--- src/rtl/cmp_arbiter.sv ---
// -----------------------------------------------------------------------------
// cmp_arbiter
// Shares one WIDTH-bit magnitude comparator between two requesters:
// port 0 (branch unit) and port 1 (ALU SLT/SLTU path). One request is granted,
// its operands are latched, the RISC-V funct3 condition is evaluated and a
// single registered result is returned with a valid/ready handshake.
//
// Ports
//   clk                   clock, all state on the rising edge
//   rst                   synchronous active-high reset
//   req0_* / req1_*       valid, ready, op (funct3), a (rs1), b (rs2)
//   rsp_valid / rsp_ready result handshake
//   rsp_id                port that issued the request
//   rsp_result            condition outcome (branch taken / SLT bit)
//   rsp_lt/eq/gt          a<b, a==b, a>b (signedness chosen by op)
// -----------------------------------------------------------------------------
module cmp_arbiter #(
    parameter int WIDTH = 32,
    parameter bit FAIR  = 1'b1
) (
    input  logic             clk,
    input  logic             rst,
    input  logic             req0_valid,
    output logic             req0_ready,
    input  logic [2:0]       req0_op,
    input  logic [WIDTH-1:0] req0_a,
    input  logic [WIDTH-1:0] req0_b,
    input  logic             req1_valid,
    output logic             req1_ready,
    input  logic [2:0]       req1_op,
    input  logic [WIDTH-1:0] req1_a,
    input  logic [WIDTH-1:0] req1_b,
    output logic             rsp_valid,
    input  logic             rsp_ready,
    output logic             rsp_id,
    output logic             rsp_result,
    output logic             rsp_lt,
    output logic             rsp_eq,
    output logic             rsp_gt
);

    typedef enum logic [1:0] {
        ST_IDLE = 2'b00,
        ST_CMP  = 2'b01,
        ST_RESP = 2'b10
    } state_t;

    state_t           state_r;
    logic             last_r;
    logic [2:0]       op_r;
    logic [WIDTH-1:0] a_r;
    logic [WIDTH-1:0] b_r;
    logic             id_r;

    logic             grant_valid_s;
    logic             grant_id_s;
    logic             signed_s;
    logic             ext_a_s;
    logic             ext_b_s;
    logic [WIDTH:0]   diff_s;
    logic             lt_s;
    logic             eq_s;
    logic             gt_s;
    logic             result_s;
    logic             diff_unused_s;

    // Grant selection: with both ports requesting, round-robin picks the port
    // that was not served last; fixed priority always picks port 0.
    always_comb begin
        grant_valid_s = 1'b0;
        grant_id_s    = 1'b0;
        if (req0_valid && req1_valid) begin
            grant_valid_s = 1'b1;
            if (FAIR == 1'b1) begin
                grant_id_s = ~last_r;
            end else begin
                grant_id_s = 1'b0;
            end
        end else if (req0_valid) begin
            grant_valid_s = 1'b1;
            grant_id_s    = 1'b0;
        end else if (req1_valid) begin
            grant_valid_s = 1'b1;
            grant_id_s    = 1'b1;
        end else begin
            grant_valid_s = 1'b0;
            grant_id_s    = 1'b0;
        end
    end

    // Ready is only offered while idle, and only to the granted port.
    always_comb begin
        req0_ready = (state_r == ST_IDLE) && grant_valid_s && (grant_id_s == 1'b0);
        req1_ready = (state_r == ST_IDLE) && grant_valid_s && (grant_id_s == 1'b1);
    end

    // Comparator: operands are extended by one bit (sign or zero) so the
    // borrow of the WIDTH+1-bit subtract is the true less-than, with no
    // overflow for full-range operands.
    always_comb begin
        case (op_r)
            3'b011, 3'b110, 3'b111: signed_s = 1'b0;
            default:                signed_s = 1'b1;
        endcase
        ext_a_s       = signed_s & a_r[WIDTH-1];
        ext_b_s       = signed_s & b_r[WIDTH-1];
        diff_s        = {ext_a_s, a_r} - {ext_b_s, b_r};
        lt_s          = diff_s[WIDTH];
        diff_unused_s = ^diff_s[WIDTH-1:0];
        eq_s          = ((a_r ^ b_r) == {WIDTH{1'b0}});
        gt_s          = ~lt_s & ~eq_s;
    end

    // Condition outcome per funct3; lt_s already carries the op's signedness.
    always_comb begin
        case (op_r)
            3'b000:  result_s = eq_s;
            3'b001:  result_s = ~eq_s;
            3'b010:  result_s = lt_s;
            3'b011:  result_s = lt_s;
            3'b100:  result_s = lt_s;
            3'b101:  result_s = ~lt_s;
            3'b110:  result_s = lt_s;
            3'b111:  result_s = ~lt_s;
            default: result_s = 1'b0;
        endcase
    end

    // Control FSM: IDLE accepts one request, CMP registers the comparison,
    // RESP holds the result until the consumer takes it.
    always_ff @(posedge clk) begin
        if (rst) begin
            state_r    <= ST_IDLE;
            last_r     <= 1'b1;
            op_r       <= 3'b000;
            a_r        <= {WIDTH{1'b0}};
            b_r        <= {WIDTH{1'b0}};
            id_r       <= 1'b0;
            rsp_valid  <= 1'b0;
            rsp_id     <= 1'b0;
            rsp_result <= 1'b0;
            rsp_lt     <= 1'b0;
            rsp_eq     <= 1'b0;
            rsp_gt     <= 1'b0;
        end else begin
            case (state_r)
                ST_IDLE: begin
                    if (grant_valid_s) begin
                        if (grant_id_s) begin
                            op_r <= req1_op;
                            a_r  <= req1_a;
                            b_r  <= req1_b;
                        end else begin
                            op_r <= req0_op;
                            a_r  <= req0_a;
                            b_r  <= req0_b;
                        end
                        id_r    <= grant_id_s;
                        last_r  <= grant_id_s;
                        state_r <= ST_CMP;
                    end
                end
                ST_CMP: begin
                    rsp_id     <= id_r;
                    rsp_result <= result_s;
                    rsp_lt     <= lt_s;
                    rsp_eq     <= eq_s;
                    rsp_gt     <= gt_s;
                    rsp_valid  <= 1'b1;
                    state_r    <= ST_RESP;
                end
                ST_RESP: begin
                    if (rsp_ready) begin
                        rsp_valid <= 1'b0;
                        state_r   <= ST_IDLE;
                    end
                end
                default: begin
                    rsp_valid <= 1'b0;
                    state_r   <= ST_IDLE;
                end
            endcase
        end
    end

endmodule

--- config.mk ---
export PLATFORM = sky130hd
export DESIGN_NAME = cmp_arbiter
export DESIGN_NICKNAME = d
export VERILOG_FILES = /design/src/rtl/cmp_arbiter.sv
export SDC_FILE = /design/constraint.sdc
export NUM_CORES = 1
export LEC_CHECK = 0
export CAP_MARGIN = 10
export CORE_MARGIN = 2
export CORE_UTILIZATION = 35
export CTS_BUF_LIST = sky130_fd_sc_hd__clkbuf_4 sky130_fd_sc_hd__clkbuf_8
export DETAILED_ROUTE_END_ITERATION = 16
export PLACE_DENSITY = 0.67
export SLEW_MARGIN = 20
export SYNTH_ARGS = -nofsm -noshare
export SYNTH_HDL_FRONTEND = slang
export SYNTH_SLANG_ARGS = --single-unit
--- constraint.sdc ---
create_clock -name clk -period 4.71 [get_ports clk]
set_input_delay 0.471 -clock clk [delete_from_list [all_inputs] [get_ports clk]]
set_output_delay 0.471 -clock clk [all_outputs]
set_load 0.05 [all_outputs]
Yosys cells after proc, flatten, opt, wreduce, memory -nomap -nowiden
Cells that the tools add are included.
{"block": "word_totals", "register_bits": 77, "latchBits": 0, "ramBits": 0, "mem_bits_ro": 0, "n_memories": 0}
{"block": "op_classes", "n_addsub": 1, "n_mul": 0, "n_div": 0, "magnitude_cmp": 0, "n_eq_ne": 11, "shifts": 0, "mux": 15, "bitwise": 9, "reduce_logical": 13}
{"cell": "$mux W32", "count": 2}
{"cell": "$sub A33 B33 Y33", "count": 1}
{"cell": "$logic_not A32 Y1", "count": 1}
{"cell": "$xor A32 B32 Y32", "count": 1}
{"cell": "$eq A3 B3 Y1 const B", "count": 4}
{"cell": "$mux W1", "count": 7}
{"cell": "$eq A3 B2 Y1 const B", "count": 2}
{"cell": "$pmux W2 S3", "count": 1}
{"cell": "$reduce_and A2 Y1", "count": 3}
{"cell": "$not A1 Y1", "count": 5}
{"cell": "$logic_and A1 B1 Y1", "count": 4}
{"cell": "$mux W2", "count": 2}
{"cell": "$ne A2 B2 Y1 const B", "count": 2}
{"cell": "$pmux W1 S4", "count": 1}
{"cell": "$reduce_or A4 Y1", "count": 1}
{"cell": "$and A1 B1 Y1", "count": 3}
{"cell": "$eq A3 B1 Y1 const B", "count": 1}
{"cell": "$logic_not A3 Y1", "count": 1}
{"cell": "$mux W3", "count": 1}
{"cell": "$pmux W1 S3", "count": 1}
{"cell": "$reduce_or A3 Y1", "count": 1}
{"cell": "$eq A2 B1 Y1 const B", "count": 1}
{"cell": "$eq A2 B2 Y1 const B", "count": 1}
{"cell": "$logic_not A2 Y1", "count": 1}
{"cell": "$reduce_or A2 Y1", "count": 1}

Depth between registers and ports, before layout
Gate-level depths: netlist of run 1.
{"block": "depth", "word_depth": 7, "ltp_mapped": 9}

Worst setup path before layout of run 1
No wires, ideal clock.
{"block": "synth_path", "path_type": "register to register", "start": "reg b_r[14]", "end": "reg rsp_result", "setup_ps": 115, "t_arrival_ps": 1952, "path_slack_ps": 2643, "path_stages_with_launch": 10, "synth_period_minus_slack_ps": 2067, "path_cell_list": "dfxtp_1 > inv_1 > ha_1 > nand4_2 > nor4_4 > a21boi_2 > o31ai_1 > a211oi_4 > a221oi_1 > and3_1"}
{"block": "synth_via", "elab_chain_cells": 4, "elab_cells_between_ends": 6}
{"element": "start, declared", "line_no": "52", "source": "logic [WIDTH-1:0] b_r;"}
{"element": "start signal, assigned", "line_no": "137", "source": "b_r <= {WIDTH{1'b0}};"}
{"element": "start signal, assigned", "line_no": "152", "source": "b_r <= req1_b;"}
{"element": "start signal, assigned", "line_no": "156", "source": "b_r <= req0_b;"}
{"element": "parallel branches: the longest is 3 deep, another holds $sub A33 B33 Y33"}
{"element": "$pmux W1 S4 *", "line_no": "116", "source": "case (op_r)"}
{"element": "end signal, assigned", "line_no": "165", "source": "rsp_result <= result_s;"}
{"element": "end, declared", "line_no": "36", "source": "output logic rsp_result,"}
Every way passes the cells marked *.
A chain may end at the register's enable or synchronous reset.

Worst setup path after layout of run 1
{"block": "layout_path", "start": "in req0_valid", "end": "out req1_ready"}
{"block": "layout_via", "elab_chain_cells": 4, "elab_cells_between_ends": 7}
{"element": "start, declared", "line_no": "23", "source": "input logic req0_valid,"}
{"element": "$mux W1 or $logic_and A1 B1 Y1 (tied branches)", "line_no": "79, 72"}
{"element": "$mux W1", "line_no": "72", "source": "if (req0_valid && req1_valid) begin"}
{"element": "$logic_and A1 B1 Y1", "line_no": "94", "source": "req1_ready = (state_r == ST_IDLE) && grant_valid_s && (grant_id_s == 1'b1);"}
{"element": "$logic_and A1 B1 Y1 *", "line_no": "94"}
{"element": "end, declared", "line_no": "29", "source": "output logic req1_ready,"}
Mark *: on every way between the ends. The rest lies on a longest branch, timed or not.

==> results.yml, run 1 <==
worst_setup_path:
  slowest_stage: "clkdlybuf4s50_1"
  cp-start-kind: "primary input"
  crit_buf_inv: 2
  crit_chain: "clkdlybuf4s50_1 -> nand2_1 -> and3_2 -> clkdlybuf4s50_1"
  reg2reg_slack_ns: 2.36
  cpMostUsedCell: "clkdlybuf4s50_1"
  required_ns: 4.24
  critPathMaxStageDelay_ns: 0.82
  critPathMaxFanout: 2
  crit_type: "primary input to primary output"
  cp_top_family: "buffers and inverters"
  worst_ep_arrival_time_ns: 2.12
  crit_path_end_kind: "primary output"
sta:
  rsz0062_at_grt: "false"
  skew_ns: 0.01073
  maxSlewHeadroom_pct: 47.23
  finalMaxSlewViolations: 0
  fin_crit_sh_pct: 55.10
  setup_tns_ns: 0
  worst_slack_ns: 2.115
  setup_viol: 0
  hold_viol_final: 0
  tightest_slew_ns: 0.7916
  max_freq_mhz: 385.3
  min_period_ns: 2.595
clock_tree:
  cts_made_buffers: 9
  cts_buffer_depth: 2
  ctsHoldBuffers: 0
  worstSkewPairLatency_ns: 0.34
  cts_tree: "yes"
  cts.clk_slew.worst_paths_ns: 0.08
  h-tree-depth: 3
  post_cts_buffers: 0
  root_buffer: "clkbuf_8"
  post_cts_resized: 0
  numClockSinks: 77
logic_synthesis:
  synth_nets: 571
  synth_area_per_cell_um2: 9.246
  synth_edf_count: 0
  synth-seq-cells: 77
  ys_seq_area_share_pct: 41.68
  yosysWarnings: 0
  async_flop_share_pct: 0
  synthDistinctLibCells: 40
  ys.flop_type: "dfxtp_1"
  syn_inst: 400
  syn_area_um2: 3699
placement:
  routabilityCongestion: 0.7595
  dp_hpwl_mm: 7.270
  dp_slack_ns: 2.110
  io_buffer_count: 146
power:
  p_per_area_nw_per_um2: 326.2
  vdd_drop_max_mv: 0.1767
  leakage_uw: 0.002089
flow_run:
  drv_cap: 0
grt:
  overflow: 0
  track_usage_pct: 17.94
  first_global_vias: 3589
  grt_pass1_wl_mm: 16.66
  antenna_found_initial: 0
  grt_start_max_net_pins: 78
detailed_routing:
  num_vias: 3665
  wl_met2_mm: 4.768
  antenna_left: 0
  dr.max_layer_used: "met4"
  drtPass1Iterations: 7
  drc_errors: 0
  wire_per_inst_um: 15.59
  wl_met3_mm: 1.000
  met1_length_mm: 4.593
  drtIter0Drc: 408
  vias_per_cell: 5.470
  drt-total-wl_mm: 10.44
layout:
  fill_cells: 990
  n_antenna_cell: 0
  layout_commonest_cell: "clkdlybuf4s50_1"
  drive_gt1_share_pct: 6.180
  layout_common_cells: "145 x clkdlybuf4s50_1, 79 x nor2_1, 77 x dfxtp_1, 67 x a222oi_1, 33 x inv_1"
  fin_nets: 700
  area_delta_synth_final_pct: 47.09
floorplan:
  die_x_um: 106.8
  pin_count: 147
  start_util_pct: 35.99
  core-area_um2: 10280
  placementRows: 37
  die_y_um: 106.8
  die_area_um2: 11410
worst_hold_path:
  hold_path.class: "flop to flop"
outcome:
  status: "completed"
-- per-layer routing --
metal,track usage (%),vias to the layer above
met5,0,-
met4,3.618,0
met3,5.471,9
met2,31.07,165
met1,22.04,1696
li1,-,1795
-- Yosys cell counts, types with 2 or more instances --
cell type / n / share of area, %
nor2b_1: 2 / 0.34
nand4_1: 4 / 0.68
clkbuf_1: 28 / 2.8
a222oi_1: 67 / 18
nor2_1: 79 / 8.0
o21a_1: 2 / 0.41
nand4_2: 2 / 0.68
buf_2: 3 / 0.41
nand3_1: 3 / 0.41
ha_1: 32 / 11
o31ai_1: 2 / 0.41
a221oi_1: 2 / 0.47
xnor2_1: 2 / 0.47
nor4_4: 2 / 1.2
nor3_1: 2 / 0.27
inv_1: 33 / 3.3
dfxtp_1: 77 / 42
and3_1: 2 / 0.34
a21oi_1: 19 / 2.6
o21ai_0: 4 / 0.54
nand2_1: 13 / 1.3
nand4b_1: 2 / 0.47
-- registers in the layout (all words and copies together), names as in the netlist --
| signal | count |
|---|---|
| rsp_result | 1 |
| rsp_valid | 1 |
| rsp_gt | 1 |
| rsp_lt | 1 |
| rsp_id | 1 |
| op_r | 3 |
| rsp_eq | 1 |
| a_r | 32 |
| b_r | 32 |
| state_r | 2 |
| last_r | 1 |
| id_r | 1 |
-- logic make-up after synthesis --
logic type      Yosys count  share of synthesized area, %
buf+inv                  65                         6.698
flops                    77                         41.68
xor+xnor                  2                        0.4737
fa+ha+maj                32                         10.83
simple gates            117                         15.02
compound gates          107                         25.30
-- stage by stage --
stage | instance area (um2) | hold slack [ns] | utilization, % | std cells | power [uW]
finish | 5440 | 0.4697 | 52.93 | 670 | 1775
global route | 5440 | 0.4977 | 52.93 | 670 | 1883
CTS | 5440 | 0.4752 | 52.93 | 670 | 1796
detailed placement | 5255 | 0.4504 | 51.13 | 654 | 1330
global placement | 5255 | 0.4459 | 51.13 | 654 | 1317
floorplan | 3699 | 0.4323 | - | 400 | 1114
-- cell type report --
class | instances | area (um2) | area share, %
clock inverter | 5 | 33.78 | 0.6210
sequential | 77 | 1541 | 28.33
timing repair buffer | 150 | 1486 | 27.32
clock buffer | 11 | 151.4 | 2.783
tap | 136 | 170.2 | 3.128
multi-input combinational | 258 | 1933 | 35.53
inverter | 33 | 123.9 | 2.277
-- worst paths after layout --
kind | start | endpoint | cells after the start
worst min-delay path | rsp_id | rsp_id | 2
worst max-delay path | req0_valid | req1_ready | 4
worst max register to register | b_r[11] | rsp_result | 9
worst min register to register | rsp_id | rsp_id | 2
-- power breakdown --
part / leakage (uW) / switching, uW / internal [uW]
clock network: 0.0000917 / 242 / 220
registers: 0.000635 / 44.8 / 719
logic: 0.00136 / 274 / 275
-- worst reg2reg max path, stage by stage, from the launching register on --
cell	delay, ns
dfxtp_1	0.35
inv_1	0.05
ha_1	0.31
nand4_1	0.19
nor4_4	0.33
a21boi_2	0.24
o31ai_1	0.11
a211oi_4	0.31
a221oi_1	0.12
and3_1	0.23
Power figures use the tool's default switching activity.
==> inputs of run 2 (changes only) <==
- PLACE_DENSITY: 0.67 -> 0.69
- clock period: 4.71 -> 2.35 ns (I/O delays scaled with it)
==> results.yml, run 2 (synthesized netlist as in run 1, its figures left out) <==
layout:
  drive_gt1_share_pct: 10.54
  multiInputGateArea_um2: 2044
  reg_top3: "a_r x32, b_r x32, op_r x3"
  area_delta_synth_final_pct: 53.38
  instances_no_fill: 677
  fin_nets: 707
  fill_cells: 960
  layout_commonest_cell: "clkdlybuf4s50_1"
  n_antenna_cell: 0
  layout_common_cells: "143 x clkdlybuf4s50_1, 79 x nor2_1, 72 x dfxtp_1, 67 x a222oi_1, 32 x inv_1"
  regArea_um2: 1548
sta:
  setup_tns_ns: 0
  skew_ns: 0.008205
  maxSlewHeadroom_pct: 60.42
  min_period_ns: 2.236
  tightest_slew_ns: 0.5937
  fin_crit_sh_pct: 95.16
  finalMaxSlewViolations: 0
  setup_viol: 0
  rsz0062_at_grt: "true"
  whs_ns: 0.3835
  hold_viol_final: 0
  max_freq_mhz: 447.2
clock_tree:
  ctsHoldBuffers: 0
  h-tree-depth: 3
  cts.clk_slew.worst_paths_ns: 0.08
  cts_tree: "yes"
  numClockSinks: 77
  cts_made_buffers: 9
  worstSkewPairLatency_ns: 0.34
  cts_buffer_depth: 2
  root_buffer: "clkbuf_8"
power:
  power_frac_seq_pct: 41.6
  vdd_drop_max_mv: 0.3021
  p_per_area_nw_per_um2: 650.4
  p_sw_share_pct: 31.88
  power.switching_uw: 1176
  p_int_uw: 2514
  power_frac_comb_pct: 32.8
  leakage_uw: 0.002145
  clkPwrFrac_pct: 25.6
placement:
  dp_hpwl_mm: 7.767
  routabilityCongestion: 0.7733
  dp.cells: 658
  io_buffer_count: 146
flow_run:
  drv_cap: 0
grt:
  grt_start_max_net_pins: 71
  track_usage_pct: 18.71
  first_global_vias: 3641
  overflow: 0
  antenna_found_initial: 0
  grt_pass1_wl_mm: 17.15
floorplan:
  pin_count: 147
  die_x_um: 106.8
  placementRows: 37
  die_area_um2: 11410
  start_util_pct: 35.99
  die_y_um: 106.8
  core-area_um2: 10280
detailed_routing:
  drtIter0Drc: 399
  drt-total-wl_mm: 10.77
  num_vias: 3685
  antenna_left: 0
  vias_per_cell: 5.443
  wire_per_inst_um: 15.91
  drtPass1Iterations: 6
  drc_errors: 0
outcome:
  status: "completed"
worst_setup_path:
  critPathMaxFanout: 5
  required_ns: 2.59
  crit_type: "flop to flop"
  worst_ep_arrival_time_ns: 2.48
  reg2reg_depth: 9
  cp-start-kind: "flop"
  crit_path_end_kind: "flop"
worst_hold_path:
  hold_path.class: "primary input to flop"
  whs_path_depth: 2
-- run 2: cell count changes in the layout (fill, tap and decap cells not counted), sizes merged --
cell,change
clkbuf,+1
clkdlybuf4s50,-2
clkinv,-2
buf,+9
clkinvlp,+1
-- run 2: final cells by class --
type / instances / share of cell area (%)
multi-input cells: 258 / 36.04
repair buffers: 157 / 28.14
flip-flops and latches: 77 / 27.28
well taps: 136 / 3.000
clock buffers: 12 / 2.801
inverters: 33 / 2.184
clock inverters: 4 / 0.5514
-- run 2: layer usage --
metal	up-vias	track usage, %	part of all wire [%]
met5	-	0	0
met4	0	3.896	1.3
met3	11	6.322	8.8
met2	167	32.58	47
met1	1698	22.40	43
li1	1809	-	-
-- run 2: through the flow --
stage / total power [uW] / utilization [%] / area [um2] / setup slack [ns]
after floorplan: 2233 / - / 3699 / 0.2829
after global placement: 2689 / 51.98 / 5343 / 0.1324
after detailed placement: 2711 / 51.98 / 5343 / 0.04247
after CTS: 3668 / 53.83 / 5533 / 0.02845
after global routing: 3910 / 55.20 / 5673 / -0.003352
final: 3690 / 55.20 / 5673 / 0.1136
-- run 2: final timing paths --
| check | to | slack [ns] | from |
|---|---|---|---|
| min | b_r[18] | 0.38 | rst |
| min reg2reg | last_r | 0.47 | last_r |
| max | rsp_result | 0.11 | b_r[1] |
| max reg2reg | rsp_result | 0.11 | b_r[1] |
-- run 2: critical path, stage by stage (launching register included) --
cell and delay, ns:
dfxtp_2 0.34, inv_2 0.04, ha_4 0.22, and2b_2 0.18, o211ai_1 0.28, a21boi_4 0.12, o311a_4 0.37, a211oi_4 0.28
nand4b_1 0.12, and3_1 0.18
-- run 2: power groups by stage --
stage               clock, uW  combinational (uW)  sequential (uW)
floorplan                   0                 675             1560
global placement            0                1130             1560
detailed placement          0                1150             1560
CTS                       976                1160             1530
global route             1030                1330             1550
finish                    944                1210             1540
-- run 2: repair_timing --
item                       4_1_cts  5_1_grt
buffers inserted                 0        3
gates resized for setup          0       19
setup endpoints to repair        0        2
==> inputs of run 3 (changes only) <==
- CTS_CLUSTER_SIZE: unset -> 10
==> results of run 3 <==
Final layout, timing and power as in run 2 (identical DEF).
